--- src/rtl/packet_disassembler.sv ---
// packet_disassembler: splits a wide message into MSB-first narrow chunks over val/rdy,
// with a one-entry holding buffer so back-to-back messages stream without bubbles.
module packet_disassembler #(
  parameter int nbits_in  = 32,
  parameter int nbits_out = 8
) (
  input  logic                 clk,
  input  logic                 reset,
  input  logic                 req_val,
  output logic                 req_rdy,
  input  logic [nbits_in-1:0]  req_msg,
  output logic                 resp_val,
  input  logic                 resp_rdy,
  output logic [nbits_out-1:0] resp_msg
);
  localparam int num_regs = (nbits_in + nbits_out - 1) / nbits_out;
  localparam int sw       = nbits_out * num_regs;
  localparam int cw       = num_regs > 1 ? $clog2(num_regs) : 1;

  logic [sw-1:0]       sr;
  logic                busy;
  logic [cw-1:0]       cnt;
  logic [nbits_in-1:0] hold;
  logic                buf_full;
  logic                resp_fire, last_fire, slot_free, req_fire;

  assign resp_msg  = sr[sw-1 -: nbits_out];
  assign resp_val  = busy;
  assign req_rdy   = !buf_full;
  assign resp_fire = busy & resp_rdy;
  assign last_fire = resp_fire & (cnt == cw'(num_regs - 1));
  assign slot_free = !busy | last_fire;
  assign req_fire  = req_val & !buf_full;

  // Zero-extension on load puts any padding into the top of the first chunk.
  always_ff @(posedge clk) begin
    if (reset) begin
      sr       <= '0;
      busy     <= 1'b0;
      cnt      <= '0;
      hold     <= '0;
      buf_full <= 1'b0;
    end else begin
      if (resp_fire) cnt <= last_fire ? '0 : cnt + 1'b1;
      if (slot_free & buf_full) sr <= sw'(hold);
      else if (slot_free & req_fire) sr <= sw'(req_msg);
      else if (resp_fire) sr <= sr << nbits_out;
      if (slot_free) begin
        busy     <= buf_full | req_fire;
        buf_full <= 1'b0;
      end else if (req_fire) begin
        hold     <= req_msg;
        buf_full <= 1'b1;
      end
    end
  end
endmodule

--- config.mk ---
export PLATFORM = sky130hd
export DESIGN_NAME = packet_disassembler
export DESIGN_NICKNAME = d
export VERILOG_FILES = /design/src/rtl/packet_disassembler.sv
export SDC_FILE = /design/constraint.sdc
export NUM_CORES = 1
export LEC_CHECK = 0
export BUFFER_PORTS_ARGS = -buffer_cell sky130_fd_sc_hd__buf_2
export CAP_MARGIN = 15
export CORE_MARGIN = 5
export CORE_UTILIZATION = 55
export DETAILED_ROUTE_END_ITERATION = 8
export GPL_ROUTABILITY_DRIVEN = 0
export PLACE_DENSITY = 0.82
export SYNTH_ARGS = -nofsm -noshare
export SYNTH_HDL_FRONTEND = slang
export SYNTH_SLANG_ARGS = --single-unit
--- constraint.sdc ---
create_clock -name clk -period 1.75 [get_ports clk]
set_clock_uncertainty 0.1 [all_clocks]
set_input_delay 0.175 -clock clk [delete_from_list [all_inputs] [get_ports clk]]
set_output_delay 0.175 -clock clk [all_outputs]
set_load 0.02 [all_outputs]
==> results of run 1 <==
power breakdown:
| part | leakage [nW] | internal, mW | switching, mW |
|---|---|---|---|
| clock | 0.116 | 0.921 | 0.598 |
| sequential | 0.558 | 1.65 | 0.0663 |
| combinational | 0.765 | 0.288 | 0.346 |
what timing repair did:
item / 4_1_cts / 5_1_grt
hold buffers: 31 / 0
endpoints found under the setup margin: 0 / 24
resized for setup: 0 / 7
hold endpoints to repair: 40 / 0
cell usage after synthesis:
cell type  number  area [um^2]
nand2b_1        2         12.5
a21boi_1        1         7.51
dfxtp_1        68         1360
a211oi_1        1         7.51
a21oi_1        46          230
o21ai_0         1         5.00
inv_1           1         3.75
nand3b_1        1         7.51
buf_4          14          105
mux2i_1         1         10.0
nor3_1          2         10.0
nand2_2         2         12.5
o31a_2          1         10.0
a22oi_1         8         60.1
nor2_1          5         18.8
a2bb2oi_1       1         8.76
a21bo_4         1         16.3
ha_1            1         12.5
buf_2          11         55.1
a311oi_2       11          165
clkbuf_1       11         41.3
o31ai_2         1         12.5
nor2_2          2         12.5
o22ai_1        24          150
nand2_1       121          454
nor2b_1         3         18.8
o41ai_1         1         8.76
nand3_1         1         5.00
a311oi_1       11         96.3
logic make-up (layout without fill, tap and decap cells):
group,Yosys count,after routing,synth area share
flops,68,68,0.466
fa+ha+maj,1,1,0.00429
buf+inv,37,107,0.0703
simple gates,139,139,0.189
compound gates,108,108,0.267
mux,1,1,0.00343
metal layers:
metal	vias to the layer above	global-route usage	wire length, um
met4	0	0.0966	168
met1	1343	0.274	3300
met5	-	0	0
met2	106	0.370	3720
met3	14	0.0584	431
li1	1373	-	-
layout make-up:
class / count / area (um^2)
Clock buffer: 13 / 169
Clock inverter: 3 / 67.6
Fill cell: 389 / 1350
Inverter: 1 / 3.75
Multi-Input combinational cell: 249 / 1380
Sequential cell: 68 / 1360
Tap cell: 70 / 87.6
Timing Repair Buffer: 90 / 723
worst max-delay path by stage:
stage	from	endpoint	slack, ns	cells after the start
6_report	cnt[0]	sr[19]	0.06	6
5_1_grt	cnt[0]	sr[8]	0.002	6
4_1_cts	buf_full	sr[7]	0.04	3
3_5_place_dp	cnt[0]	sr[18]	0.05	6
3_3_place_gp	buf_full	sr[0]	0.14	3
2_1_floorplan	resp_val	hold[1]	0.11	6
sequential cells by signal, indices dropped and copies added, names as in the netlist:
signal / flops
hold: 32
sr: 32
cnt: 2
buf_full: 1
resp_val: 1
per-stage QoR:
stage / hold WS (ns) / area (um^2) / util / power (mW) / std cells
after global placement: 0.327 / 3220 / 0.626 / 2.29 / 447
after global routing: 0.0491 / 3790 / 0.738 / 4.03 / 494
after CTS: 0.00274 / 3760 / 0.732 / 3.87 / 494
final: 0.0575 / 3790 / 0.738 / 3.87 / 494
after detailed placement: 0.333 / 3220 / 0.626 / 2.31 / 447
after floorplan: 0.211 / 2920 / - / 2.14 / 354
worst max-delay path: stages (launching register included):
cell	delay (ns)
dfxtp_1	0.33
ha_1	0.24
a21bo_4	0.25
nand2_2	0.10
buf_12	0.17
o22ai_1	0.11
a311oi_2	0.29
==> results.yml, run 1 <==
detailed_routing:
  wl_per_cell_um: 15.4
  drc: 0
  drt_iter0_markers: 188
  drtPass1Iterations: 5
  routed_wl_mm: 7.63
  drtAntennaViolNets: 0
  vias: 2836
  via_per_inst: 5.74
power:
  cellPowerDensity_nw_per_um2: 1020
  p_leak_nw: 1.44
  irDropWorstVdd_mv: 0.714
timing:
  worstMarginPinSlew_ns: 0.511
  slew_headroom: 0.658
  layout_setup_ws_ns: 0.0610
  fin_crit_sh: 0.965
  fmax_mhz: 592
  drv_slew: 0
  fin_setup_tns_ns: 0
  rsz0062_at_grt: "false"
  finalSetupViolCount: 0
  min_period_ns: 1.69
  timing.final.hold_violations: 0
worst_setup_path:
  reg2reg_from: "cnt[0]"
  worst_ep_required_time_ns: 1.89
  start_kind: "flop"
  worstRegToRegCells: 6
  r2r-end: "sr[19]"
  cp_max_fo: 24
  r2r_slack_ns: 0.06
  worstSetupPathType: "reg2reg"
  crit_path_end_kind: "flop"
  cp.arrival_ns: 1.83
clocking:
  cts_made_buffers: 9
  cts.htree.levels: 3
  clock_latency_ns: 0.34
  cts_root_buf: "clkbuf_8"
  cts_max_path_buffers: 2
  cts_tree: "built"
  postCtsSetupRepairBufs: 0
  cts_num_sinks: 68
  clkTransAtPathRegs_ns: 0.08
min_path:
  min_to: "hold[21]"
  min_path_cells: 3
  hp-class: "in2reg"
  worstHoldStart: "req_msg[21]"
floorplanning:
  die_x_um: 82.9
  start_util: 0.568
  core_area_um2: 5140
  design.die.area_um2: 6860
  row_count: 26
  fp.dieH_um: 82.9
  io_pins: 46
placement:
  dp_hpwl_mm: 4.69
  portBuffers: 45
  dp_slack_ns: 0.0492
cells_and_area:
  layout_common_cells: "nand2_1 (121), dfxtp_1 (67), a21oi_1 (46)"
  fin_nets: 456
  drive_gt1_frac: 0.226
  final_common_cell: "nand2_1"
  area_growth_pct: 29.9
  num_antenna_cells: 0
yosys:
  synth_cells: 354
  yosysSeqAreaShare: 0.466
  ys_ff_latch: 68
  syn_area_per_cell_um2: 8.25
  syn_nets: 391
  synth.yosys.warnings: 0
  syn-cell-area_um2: 2920
  ys_types: 29
grt:
  grt_max_degree: 45
  antenna_found_initial: 0
  grt_pass1_vias: 2747
  overflow: 0
  grt_usage: 0.224
  grt_pass1_wl_mm: 12.7
run:
  drv_cap: 0
status:
  status: "completed"
Note: power is estimated with default switching activity, not from simulation.
==> inputs of run 2 (changes only) <==
--- a/config.mk
+++ b/config.mk
@@ -11,7 +11,7 @@
 export CORE_UTILIZATION = 55
 export DETAILED_ROUTE_END_ITERATION = 8
 export GPL_ROUTABILITY_DRIVEN = 0
-export PLACE_DENSITY = 0.82
+export PLACE_DENSITY = 0.78
 export SYNTH_ARGS = -nofsm -noshare
 export SYNTH_HDL_FRONTEND = slang
 export SYNTH_SLANG_ARGS = --single-unit
==> results.yml, run 2 (synthesis results as in run 1) <==
power:
  clock_power_share: 0.315
  pwr-share-seq: 0.500
  comb_power_share: 0.185
  power.switching_mw: 0.954
  switching_share: 0.277
  cellPowerDensity_nw_per_um2: 920
  irDropWorstVdd_mv: 0.685
  p_int_mw: 2.48
  p_leak_nw: 1.41
worst_setup_path:
  r2r_slack_ns: 0.09
  start_kind: "flop"
  worst_ep_required_time_ns: 1.89
  r2r-end: "sr[28]"
  worstSetupPathType: "reg2reg"
  slowest_delay_ns: 0.42
  crit_path_end_kind: "flop"
  endpoint: "sr[28]"
  reg2reg_from: "buf_full"
  critPathLaunch: "buf_full"
  cp_max_fo: 9
  slowest_stage: "dfxtp_1"
  cp.arrival_ns: 1.80
  worstRegToRegCells: 5
  cp_cell_sequence: "nand2b_1 > nor2_2 > buf_4 > nand2_1 > a311oi_2"
floorplanning:
  row_count: 26
  core_area_um2: 5140
  start_util: 0.568
  fp.dieH_um: 82.9
  io_pins: 46
  die_x_um: 82.9
  design.die.area_um2: 6860
detailed_routing:
  drtPass1Iterations: 4
  routed_wl_mm: 7.43
  drc: 0
  wl_per_cell_um: 15.0
  drtAntennaViolNets: 0
  drt_iter0_markers: 333
  vias: 2784
  via_per_inst: 5.64
clocking:
  cts_tree: "built"
  postCtsSetupRepairBufs: 0
  clock_latency_ns: 0.34
  cts_root_buf: "clkbuf_8"
  cts.htree.levels: 3
  cts_num_sinks: 68
  clkTransAtPathRegs_ns: 0.07
  cts_made_buffers: 9
  cts_max_path_buffers: 2
cells_and_area:
  layout_common_cells: "nand2_1 (121), dfxtp_1 (67), a21oi_1 (46)"
  final_common_cell: "nand2_1"
  area_growth_pct: 28.0
  drive_gt1_frac: 0.224
  top_regs: "hold (32), sr (32), cnt (2)"
  num_antenna_cells: 0
  final_area_um2: 3740
  nFillCells: 408
  fin_nets: 458
run:
  drv_cap: 0
min_path:
  hp-class: "in2reg"
timing:
  fmax_mhz: 603
  holdWs_ns: 0.0851
  drv_slew: 0
  worstMarginPinSlew_ns: 0.573
  finalSetupViolCount: 0
  timing.final.hold_violations: 0
  slew_headroom: 0.618
  min_period_ns: 1.66
  fin_crit_sh: 0.947
grt:
  grt_pass1_vias: 2758
  overflow: 0
  grt_pass1_wl_mm: 12.5
  grt_max_degree: 33
  grt_usage: 0.222
  antenna_found_initial: 0
status:
  status: "completed"
placement:
  dp_hpwl_mm: 4.53
  portBuffers: 45
  dpl_cell_area_um2: 3240
==> run 2: worst max-delay path: cells and delay by family, from the launching register on <==
family                 cells  cell delay, ns
AOI/OAI and AO/OA          1            0.28
buffers and inverters      1            0.20
DFF                        1            0.42
and+or+nand+nor            3            0.56
==> run 2: worst min path at each step <==
stage                     from       to  slack [ns]  cells past startpoint
floorplan           req_msg[0]  hold[0]        0.21                      2
global placement    req_msg[2]  hold[2]        0.33                      3
detailed placement  req_msg[0]  hold[0]        0.33                      3
CTS                   resp_rdy   cnt[1]        0.06                      3
global route          resp_rdy   cnt[1]        0.09                      3
finish                resp_rdy   cnt[1]        0.09                      3
==> run 2: final cells by class <==
type	count	area [um^2]	share of cell area
Multi-Input combinational cell	249	1380	0.368
Sequential cell	68	1360	0.365
Timing Repair Buffer	92	749	0.201
Clock buffer	12	145	0.0388
Tap cell	70	87.6	0.0234
Clock inverter	2	12.5	0.00335
Inverter	1	3.75	0.00100
==> run 2: layer usage <==
metal | track usage | wire, um
met1 | 0.266 | 3140
met2 | 0.378 | 3760
met3 | 0.0535 | 410
met4 | 0.0921 | 110
met5 | 0 | 0
==> run 2: power groups by stage <==
stage	combinational [mW]	sequential, mW	clock, mW
after floorplan	0.412	1.73	0
after global placement	0.559	1.75	0
after detailed placement	0.569	1.75	0
after CTS	0.626	1.72	1.10
after global routing	0.697	1.73	1.18
final	0.637	1.72	1.08
==> run 2: timing repair <==
action                                 CTS  global route
resized for setup                        0             6
hold buffers                            32             0
endpoints found under the hold margin   42             0
setup endpoints to repair                0            24
==> run 2: per-stage QoR <==
step	total power [mW]	setup TNS [ns]	setup slack, ns	cells	utilization
2_1_floorplan	2.14	0	0.115	354	-
3_3_place_gp	2.31	0	0.0964	448	0.630
3_5_place_dp	2.32	0	0.0486	448	0.630
4_1_cts	3.44	0	0.0214	494	0.723
5_1_grt	3.61	-0.00175	-0.00175	494	0.727
6_report	3.44	0	0.0921	494	0.727
